**src/rtl/cond_pkg.sv**
```systemverilog
// -----------------------------------------------------------------------------
// cond_pkg
// Shared types and constants for the condition / flag logic.
//   cond_e   : instruction condition field encodings (EQ..AL, NV)
//   flags_t  : architectural flag vector {N,Z,C,V}
//   FLAG_*   : bit positions of each flag inside flags_t / ALUFlags
// -----------------------------------------------------------------------------
package cond_pkg;

   typedef enum logic [3:0] {
      EQ = 4'd0,
      NE = 4'd1,
      CS = 4'd2,
      CC = 4'd3,
      MI = 4'd4,
      PL = 4'd5,
      VS = 4'd6,
      VC = 4'd7,
      HI = 4'd8,
      LS = 4'd9,
      GE = 4'd10,
      LT = 4'd11,
      GT = 4'd12,
      LE = 4'd13,
      AL = 4'd14,
      NV = 4'd15
   } cond_e;

   typedef logic [3:0] flags_t;

   localparam int FLAG_N = 3;
   localparam int FLAG_Z = 2;
   localparam int FLAG_C = 1;
   localparam int FLAG_V = 0;

endpackage

```
**src/rtl/cond_check.sv**
```systemverilog
// -----------------------------------------------------------------------------
// cond_check
// Purely combinational evaluation of a condition field against a flag vector.
// Ports:
//   Cond   (in)  condition field
//   Flags  (in)  {N,Z,C,V} to evaluate against
//   CondEx (out) 1 when the condition passes
// NV (15) is treated as always-pass, same as AL.
// -----------------------------------------------------------------------------
module cond_check
   import cond_pkg::*;
(
   input  cond_e  Cond,
   input  flags_t Flags,
   output logic   CondEx
);

   logic w_n;
   logic w_z;
   logic w_c;
   logic w_v;
   logic w_ge;

   assign w_n  = Flags[FLAG_N];
   assign w_z  = Flags[FLAG_Z];
   assign w_c  = Flags[FLAG_C];
   assign w_v  = Flags[FLAG_V];
   assign w_ge = (w_n == w_v);

   // Condition table; signed comparisons derive from N==V.
   always_comb begin
      CondEx = 1'b1;
      case (Cond)
         EQ:      CondEx = w_z;
         NE:      CondEx = ~w_z;
         CS:      CondEx = w_c;
         CC:      CondEx = ~w_c;
         MI:      CondEx = w_n;
         PL:      CondEx = ~w_n;
         VS:      CondEx = w_v;
         VC:      CondEx = ~w_v;
         HI:      CondEx = w_c & ~w_z;
         LS:      CondEx = ~w_c | w_z;
         GE:      CondEx = w_ge;
         LT:      CondEx = ~w_ge;
         GT:      CondEx = ~w_z & w_ge;
         LE:      CondEx = w_z | ~w_ge;
         default: CondEx = 1'b1;
      endcase
   end

endmodule

```
**src/rtl/cond_logic.sv**
```systemverilog
// -----------------------------------------------------------------------------
// cond_logic
// Holds the architectural flags, evaluates the instruction condition, gates
// the datapath write enables and provides a small LIFO shadow stack of flags
// for exception entry/return.
// Ports:
//   clk, reset_n      clock (rising edge), asynchronous active-low reset
//   Cond              instruction condition field
//   ALUFlags          {N,Z,C,V} from the ALU this cycle
//   FlagW             [1] write N,Z  [0] write C,V
//   CondExLatch       capture condition result into CondEx
//   PCS, NextPC       conditional / unconditional PC write requests
//   RegW, MemW        register-file / memory write requests
//   FlagSave          push Flags onto the shadow stack
//   FlagRestore       pop the shadow stack into Flags
//   PCWrite, RegWrite, MemWrite   gated write enables
//   CondEx            registered condition result
//   Flags             architectural flags
//   SaveCount         shadow stack occupancy
//   SaveErr           one-cycle pulse after an illegal stack operation
// -----------------------------------------------------------------------------
module cond_logic
   import cond_pkg::*;
#(
   parameter int SAVE_DEPTH = 2
)(
   input  logic                                clk,
   input  logic                                reset_n,
   input  logic [3:0]                          Cond,
   input  logic [3:0]                          ALUFlags,
   input  logic [1:0]                          FlagW,
   input  logic                                CondExLatch,
   input  logic                                PCS,
   input  logic                                NextPC,
   input  logic                                RegW,
   input  logic                                MemW,
   input  logic                                FlagSave,
   input  logic                                FlagRestore,
   output logic                                PCWrite,
   output logic                                RegWrite,
   output logic                                MemWrite,
   output logic                                CondEx,
   output logic [3:0]                          Flags,
   output logic [$clog2(SAVE_DEPTH+1)-1:0]     SaveCount,
   output logic                                SaveErr
);

   localparam int CW = $clog2(SAVE_DEPTH + 1);
   // Index width is at least one bit so a depth-1 stack still has a valid
   // address; the array is sized to the full index range to keep selects
   // width-exact, and occupancy never lets the unused slots be touched.
   localparam int IW = (SAVE_DEPTH > 1) ? $clog2(SAVE_DEPTH) : 1;

   flags_t          r_flags;
   logic            r_condEx;
   logic [CW-1:0]   r_count;
   logic            r_saveErr;
   flags_t          r_stack [2**IW];

   logic            w_condPass;
   logic            w_full;
   logic            w_empty;
   logic            w_both;
   logic            w_push;
   logic            w_pop;
   logic            w_err;
   logic [IW-1:0]   w_pushIdx;
   logic [IW-1:0]   w_topIdx;
   flags_t          w_flagsNext;

   // Condition is always evaluated on the registered flags, never on the
   // ALU flags of the current cycle.
   cond_check u_condCheck (
      .Cond   (cond_e'(Cond)),
      .Flags  (r_flags),
      .CondEx (w_condPass)
   );

   assign w_full    = (r_count == CW'(SAVE_DEPTH));
   assign w_empty   = (r_count == '0);
   assign w_both    = FlagSave & FlagRestore;
   assign w_push    = FlagSave & ~FlagRestore & ~w_full;
   assign w_pop     = FlagRestore & ~FlagSave & ~w_empty;
   assign w_err     = w_both
                    | (FlagSave & ~FlagRestore & w_full)
                    | (FlagRestore & ~FlagSave & w_empty);
   assign w_pushIdx = IW'(r_count);
   assign w_topIdx  = IW'(r_count - CW'(1));

   // Next flags: a successful pop wins over any ALU write; otherwise the two
   // halves update independently, each qualified by the registered CondEx.
   always_comb begin
      w_flagsNext = r_flags;
      if (w_pop) begin
         w_flagsNext = r_stack[w_topIdx];
      end else begin
         if (FlagW[1] & r_condEx) begin
            w_flagsNext[FLAG_N] = ALUFlags[FLAG_N];
            w_flagsNext[FLAG_Z] = ALUFlags[FLAG_Z];
         end
         if (FlagW[0] & r_condEx) begin
            w_flagsNext[FLAG_C] = ALUFlags[FLAG_C];
            w_flagsNext[FLAG_V] = ALUFlags[FLAG_V];
         end
      end
   end

   // Architectural state: flags, latched condition, stack occupancy and the
   // error pulse. Reset discards any in-flight stack operation.
   always_ff @(posedge clk or negedge reset_n) begin
      if (!reset_n) begin
         r_flags   <= '0;
         r_condEx  <= 1'b0;
         r_count   <= '0;
         r_saveErr <= 1'b0;
      end else begin
         r_flags   <= w_flagsNext;
         r_saveErr <= w_err;
         if (CondExLatch) begin
            r_condEx <= w_condPass;
         end
         if (w_push) begin
            r_count <= r_count + CW'(1);
         end else if (w_pop) begin
            r_count <= r_count - CW'(1);
         end
      end
   end

   // Stack storage needs no reset: occupancy alone defines what is valid.
   // A push stores the pre-edge flags, so a same-cycle ALU write is not seen.
   always_ff @(posedge clk) begin
      if (w_push) begin
         r_stack[w_pushIdx] <= r_flags;
      end
   end

   assign PCWrite   = (PCS & r_condEx) | NextPC;
   assign RegWrite  = RegW & r_condEx;
   assign MemWrite  = MemW & r_condEx;
   assign CondEx    = r_condEx;
   assign Flags     = r_flags;
   assign SaveCount = r_count;
   assign SaveErr   = r_saveErr;

endmodule

```
**config.mk**
```make
export PLATFORM = sky130hd
export DESIGN_NAME = cond_logic
export DESIGN_NICKNAME = d
export VERILOG_FILES = /design/src/rtl/cond_pkg.sv /design/src/rtl/cond_check.sv /design/src/rtl/cond_logic.sv
export SDC_FILE = /design/constraint.sdc
export NUM_CORES = 1
export LEC_CHECK = 0
export ABC_AREA = 1
export BUFFER_PORTS_ARGS = -buffer_cell sky130_fd_sc_hd__clkbuf_2
export CAP_MARGIN = 30
export CORE_MARGIN = 3
export CORE_UTILIZATION = 50
export CTS_CLUSTER_DIAMETER = 200
export CTS_CLUSTER_SIZE = 10
export DETAILED_ROUTE_END_ITERATION = 8
export GPL_ROUTABILITY_DRIVEN = 1
export HOLD_SLACK_MARGIN = 0.02
export PLACE_DENSITY = 0.83
export SLEW_MARGIN = 20
export SYNTH_ARGS = -nofsm -noshare
export SYNTH_HDL_FRONTEND = slang
export SYNTH_HIERARCHICAL = 1
export SYNTH_SLANG_ARGS = --single-unit
```
**constraint.sdc**
```tcl
create_clock -name clk -period 1.94 [get_ports clk]
set_input_delay 0.291 -clock clk [delete_from_list [all_inputs] [get_ports clk]]
set_output_delay 0.291 -clock clk [all_outputs]
set_load 0.01 [all_outputs]
```
# Word-level counts from Yosys, hierarchy flattened
# Memories as Yosys holds them, arrays and structs flattened.
# Index checks and enable logic that the tools add are counted.
# Widths: inputs -> output; s select.
dict set report word_totals {
  reg_bits 8
  out_inout_bits 11
  mem_count 1
  elab_cells 64
  in_bits 19
  mem_bits_rw 8
}
dict set report op_classes {
  mux 8
  addsub 2
  reduce_logical 5
  eq_ne 15
  bitwise 28
}
# memory words width read_ports rd_clocked_by_memory_dff write_ports line
set mem_list {}
lappend mem_list {r_stack 2 4 1 0 1 cond_logic.sv:58} ;# flags_t r_stack [2**IW];
# cell count
set ops {}
lappend ops {{$eq 4x4->1 const B} 6}
lappend ops {{$eq 4x3->1 const B} 4}
lappend ops {{$and 1x1->1} 14}
lappend ops {{$pmux 1 s14} 1}
lappend ops {{$not 1->1} 9}
lappend ops {{$eq 4x2->1 const B} 2}
lappend ops {{$mux 2} 4}
lappend ops {{$reduce_bool 2->1} 3}
lappend ops {{$or 1x1->1} 5}
lappend ops {{$eq 4x1->1 const B} 1}
lappend ops {{$logic_not 4->1} 1}
lappend ops {{$mux 4} 1}
lappend ops {{$add 2x1->2 const B} 1}
lappend ops {{$eq 2x2->1 const B} 1}
lappend ops {{$logic_not 2->1} 1}
lappend ops {{$mux 1} 2}
lappend ops {{$sub 2x1->2 const B} 1}
lappend ops {{$eq 1x1->1} 1}

# Longest topological paths before layout
dict set report depth {
  ltp_word 5
  depth_mapped 9
  mapped_depth_nobuf 9
}

# Cells and area by module
# Netlist, hierarchy kept.
# mod cells_each area_per_inst_um2 seq_area_each_um2 instances
set by_module_without_submodules {}
lappend by_module_without_submodules {cond_logic 86 774.5 440.4 1}
lappend by_module_without_submodules {cond_check 50 205.2 0.0 1}

# Least setup slack after synthesis
# OpenSTA, ideal clock, no wires.
dict set report synth_timing {
  kind {register to register}
  start {register r_count[0] (netlist: SaveCount[0])}
  end {memory r_stack[1][0] in the netlist's numbering, enable pin}
  arrival_ns 1.283
  t_required_ns 1.611
  setup_time_ns 0.329
  stages_incl_launch_ff 6
  path_buffers 0
  path_slack_ns 0.327
  period_less_slack_ns 1.613
  path_cell_list {dfrtp_1 inv_2 ha_1 nor2_1 nand2_1 nor2_1}
}
dict set report synth_via {
  elab_chain_len 5
}
# item line
set synth_lines {}
lappend synth_lines {{from (decl)} cond_logic.sv:56} ;# logic [CW-1:0] r_count;
lappend synth_lines {{from (signal assigned)} cond_logic.sv:123} ;# r_count <= r_count + CW'(1);
lappend synth_lines {{from (signal assigned)} cond_logic.sv:125} ;# r_count <= r_count - CW'(1);
lappend synth_lines {{$eq 2x2->1} cond_logic.sv:79} ;# assign w_full = (r_count == CW'(SAVE_DEPTH));
lappend synth_lines {{$not 1->1} cond_logic.sv:82} ;# assign w_push = FlagSave & ~FlagRestore & ~w_full;
lappend synth_lines {{$and 1x1->1} cond_logic.sv:82}
lappend synth_lines {{$mux 1} cond_logic.sv:133} ;# if (w_push) begin
lappend synth_lines {{$mux 1 (implied by the code)} cond_logic.sv:134} ;# r_stack[w_pushIdx] <= r_flags;
lappend synth_lines {{to (decl)} cond_logic.sv:58}
# Parallel ways exist; a longest one is shown, timed or not.

# Worst setup path after layout
dict set report layout_timing {
  start {register r_count[0] (netlist: SaveCount[0])}
  end {memory r_stack[0][0] in the netlist's numbering, enable pin}
}
# Same word-level chain as after synthesis.

==> run_results.csv <==
group,metric,value,unit
setup_path,cpPeakStageDelay,0.48,ns
global_routing,grt.met3_usage,4.75,%
placement,pre_cts_ws,0.216,ns
route,wl_per_cell,11.0,microns
floorplanning,rows,15,
global_routing,top_usage_layer,"met2",
run,drv_cap,0,
route,first_iter_violations,29,
global_routing,antenna_found_initial,0,
cells_and_area,drive_gt1_share,23.1,%
placement,dp_hpwl,1.70,mm
floorplanning,core,0.00178,sq mm
setup_path,crit_start,"SaveCount[0]$_DFFE_PN0P_",
setup_path,rr_worst_depth,5,
logic_synthesis,synth_fp_nets,157,
setup_path,arrival,1.72,ns
sta,fin_skew,0.00549,ns
setup_path,cp.depth,5,
placement,placed_area,0.00114,sq mm
setup_path,crit_family,"simple AND/OR/NAND/NOR gates",
cts,cts_buffers,3,
sta,slew_headroom,79.1,%
cts,cts_sinks,16,
global_routing,grt_pass1_vias,895,
cts,clk_latency,0.29,ns
sta,setup_viol,0,
logic_synthesis,syn_area,980,sq um
logic_synthesis,synth-warning-count,6,
logic_synthesis,ys_seq_area_share,45.0,%
setup_path,endpoint_kind,"flop",
cts,htree_num_levels,1,
sta,period_minus_slack,1.75,ns
setup_path,timing.reg2reg.setup_slack,0.19,ns
setup_path,rr_startpoint,"SaveCount[0]$_DFFE_PN0P_",
route,vias,934,
placement,port_buffers,29,
sta,fmax,571,MHz
cells_and_area,nFillCells,159,
cells_and_area,finalInstanceArea,0.00118,sq mm
logic_synthesis,synthDistinctLibCells,16,
cts,cts_tree,"done",
setup_path,crit_type,"reg2reg",
cells_and_area,diodes,0,
route,first_pass_iters,4,
setup_path,path_max_fanout,8,
floorplanning,start_util,54.9,%
cells_and_area,area_growth,20.6,%
setup_path,critPathRequiredTime,1.91,ns
global_routing,grt_pass1_wl,3.73,mm
cts,path_clk_slew,0.09,ns
pwr,finalPower,1.41,mW
setup_path,worst-path-buf-inv,1,
global_routing,gr-usage-all-layers,19.5,%
pwr,powerDensity,1190,mW/mm^2
floorplanning,io_pins,30,
route,antenna_left,0,
cts,cts.root.buffer_cell,"clkbuf_4",
placement,place.gp.congestion,0.838,
setup_path,r2r_end,"r_stack[0][0]$_DFFE_PP_",
outcome,status,"finished, final reports clean",
setup_path,critPathSlowestCell,"dfrtp_1",
worst_hold_path,whs_path_depth,2,
logic_synthesis,synthCells,136,
setup_path,path_cells,"inv_2 > ha_1 > nor2_1 > nand2_1 > nor2_1",
sta,finalSetupTns,0,ns
setup_path,endpoint,"r_stack[0][0]$_DFFE_PP_",
global_routing,grt.overflow.total,0,
global_routing,met1_usage,24.8,%
sta,final-max-slew-violation-count,0,
sta,final.setup.worst_slack,0.189,ns
logic_synthesis,synth.avg_cell_area,7.20,sq um
pwr,p_leak,0.673,nW
route,routed_via_density,4.81,
setup_path,cpMostUsedCell,"nor2_1",
floorplanning,die_area,0.00253,sq mm
sta,rsz0062_at_grt,"true",
floorplanning,die_y,50.3,microns
floorplanning,dieWidth,50.3,microns
sta,max_slew.worst_pin.slew,0.313,ns
global_routing,met2_usage,32.2,%
global_routing,grt_max_degree,15,
worst_hold_path,hold_path.class,"in2reg",
route,wl,2.13,mm
sta,holdWs,0.244,ns
sta,hold_viol,0,
cts,cts_buffer_depth,2,
pwr,ir_drop,0.885,mV
sta,period_share,90.2,%
route,drcViolationCount,0,
logic_synthesis,yosys_register_bits,16,
setup_path,critPathLaunchType,"flop",
cells_and_area,nets,191,
through the flow:
stage                     std cells  util (%)
after floorplan                 136         -
after global placement          189      64.2
after detailed placement        189      64.2
after CTS                       194      66.2
after global routing            194      66.2
final                           194      66.2
power by group:
part / internal [mW] / leakage, nW / total (mW) / switching [mW]
Sequential: 0.486 / 0.172 / 0.632 / 0.146
Combinational: 0.241 / 0.486 / 0.601 / 0.359
Clock: 0.0750 / 0.0154 / 0.176 / 0.101
cell families after synthesis:
logic type / count (synthesis) / synth area share, %
multiplexers: 1 / 1.15
AND/OR/NAND/NOR: 89 / 38.8
flip-flops: 16 / 45.0
buffers and inverters: 22 / 9.19
AO/OA/AOI/OAI: 6 / 3.32
adder cells (fa/ha/maj): 2 / 2.55
flip-flops by register name, summed over array words and instances, names as in the netlist:
| register | count |
|---|---|
| CondEx | 1 |
| Flags | 4 |
| SaveCount | 2 |
| SaveErr | 1 |
| r_stack | 8 |
per-layer routing:
metal,share of wire [%],vias to the layer above
met1,46,404
li1,-,496
met4,1.4,0
met2,46,28
met3,7.0,6
met5,0,-
synth_stat cells:
cell type  count  area [sq um]
nand3_2        1          10.0
nand3b_1       2          15.0
nor2_1        13          48.8
ha_1           2          25.0
buf_6          1          11.3
inv_2          3          11.3
mux2_2         1          11.3
nand2_2        2          12.5
dfrtp_1        8           200
a21oi_1        5          25.0
inv_1         18          67.6
nand2_1       50           188
nand3_1       20           100
a21o_1         1          7.51
edfxtp_1       8           240
or2_1          1          6.26
placed cells by master, fill, tap and decap left out, drive strengths merged:
cell | netlist | final
dfrtp | 8 | 8
ha | 2 | 2
clkbuf | 0 | 32
nor2 | 13 | 13
nand3 | 21 | 21
or2 | 1 | 1
clkinv | 0 | 1
inv | 21 | 21
mux2 | 1 | 1
dlygate4sd3 | 0 | 1
edfxtp | 8 | 8
a21oi | 5 | 5
a21o | 1 | 1
nand2 | 52 | 52
nand3b | 2 | 2
what timing repair did:
item | 4_1_cts | 5_1_grt
hold buffers | 1 | 0
endpoints found under the setup margin | 0 | 4
buffers inserted | 0 | 0
resized for setup | 0 | 0
endpoints found under the hold margin | 8 | 0
area by class of cell:
class                   instances  area, sq um  share of cell area (%)
well taps                      25         31.3                    2.65
clock inverters                 1         3.75                   0.318
flip-flops and latches         16          440                    37.3
multi-input cells              98          449                    38.0
inverters                      21         78.8                    6.67
clock buffers                   3         22.5                    1.91
repair buffers                 30          155                    13.1
worst register-to-register path: cells and delay by family, from the launching register on:
family | cells | cell delay [ns]
adder cells (fa/ha/maj) | 1 | 0.21
buffers and inverters | 1 | 0.12
flip-flops | 1 | 0.48
AND/OR/NAND/NOR | 3 | 0.61
worst min-delay path by stage:
stage	startpoint	end	slack, ns
after detailed placement	reset_n	SaveErr$_DFF_PN0_	0.16
final	CondExLatch	CondEx$_DFFE_PN0P_	0.24
after CTS	CondExLatch	CondEx$_DFFE_PN0P_	0.24
after floorplan	reset_n	CondEx$_DFFE_PN0P_	-0.005
after global placement	reset_n	SaveErr$_DFF_PN0_	0.15
after global routing	CondExLatch	CondEx$_DFFE_PN0P_	0.25
Note: power is estimated with default switching activity, not from simulation.
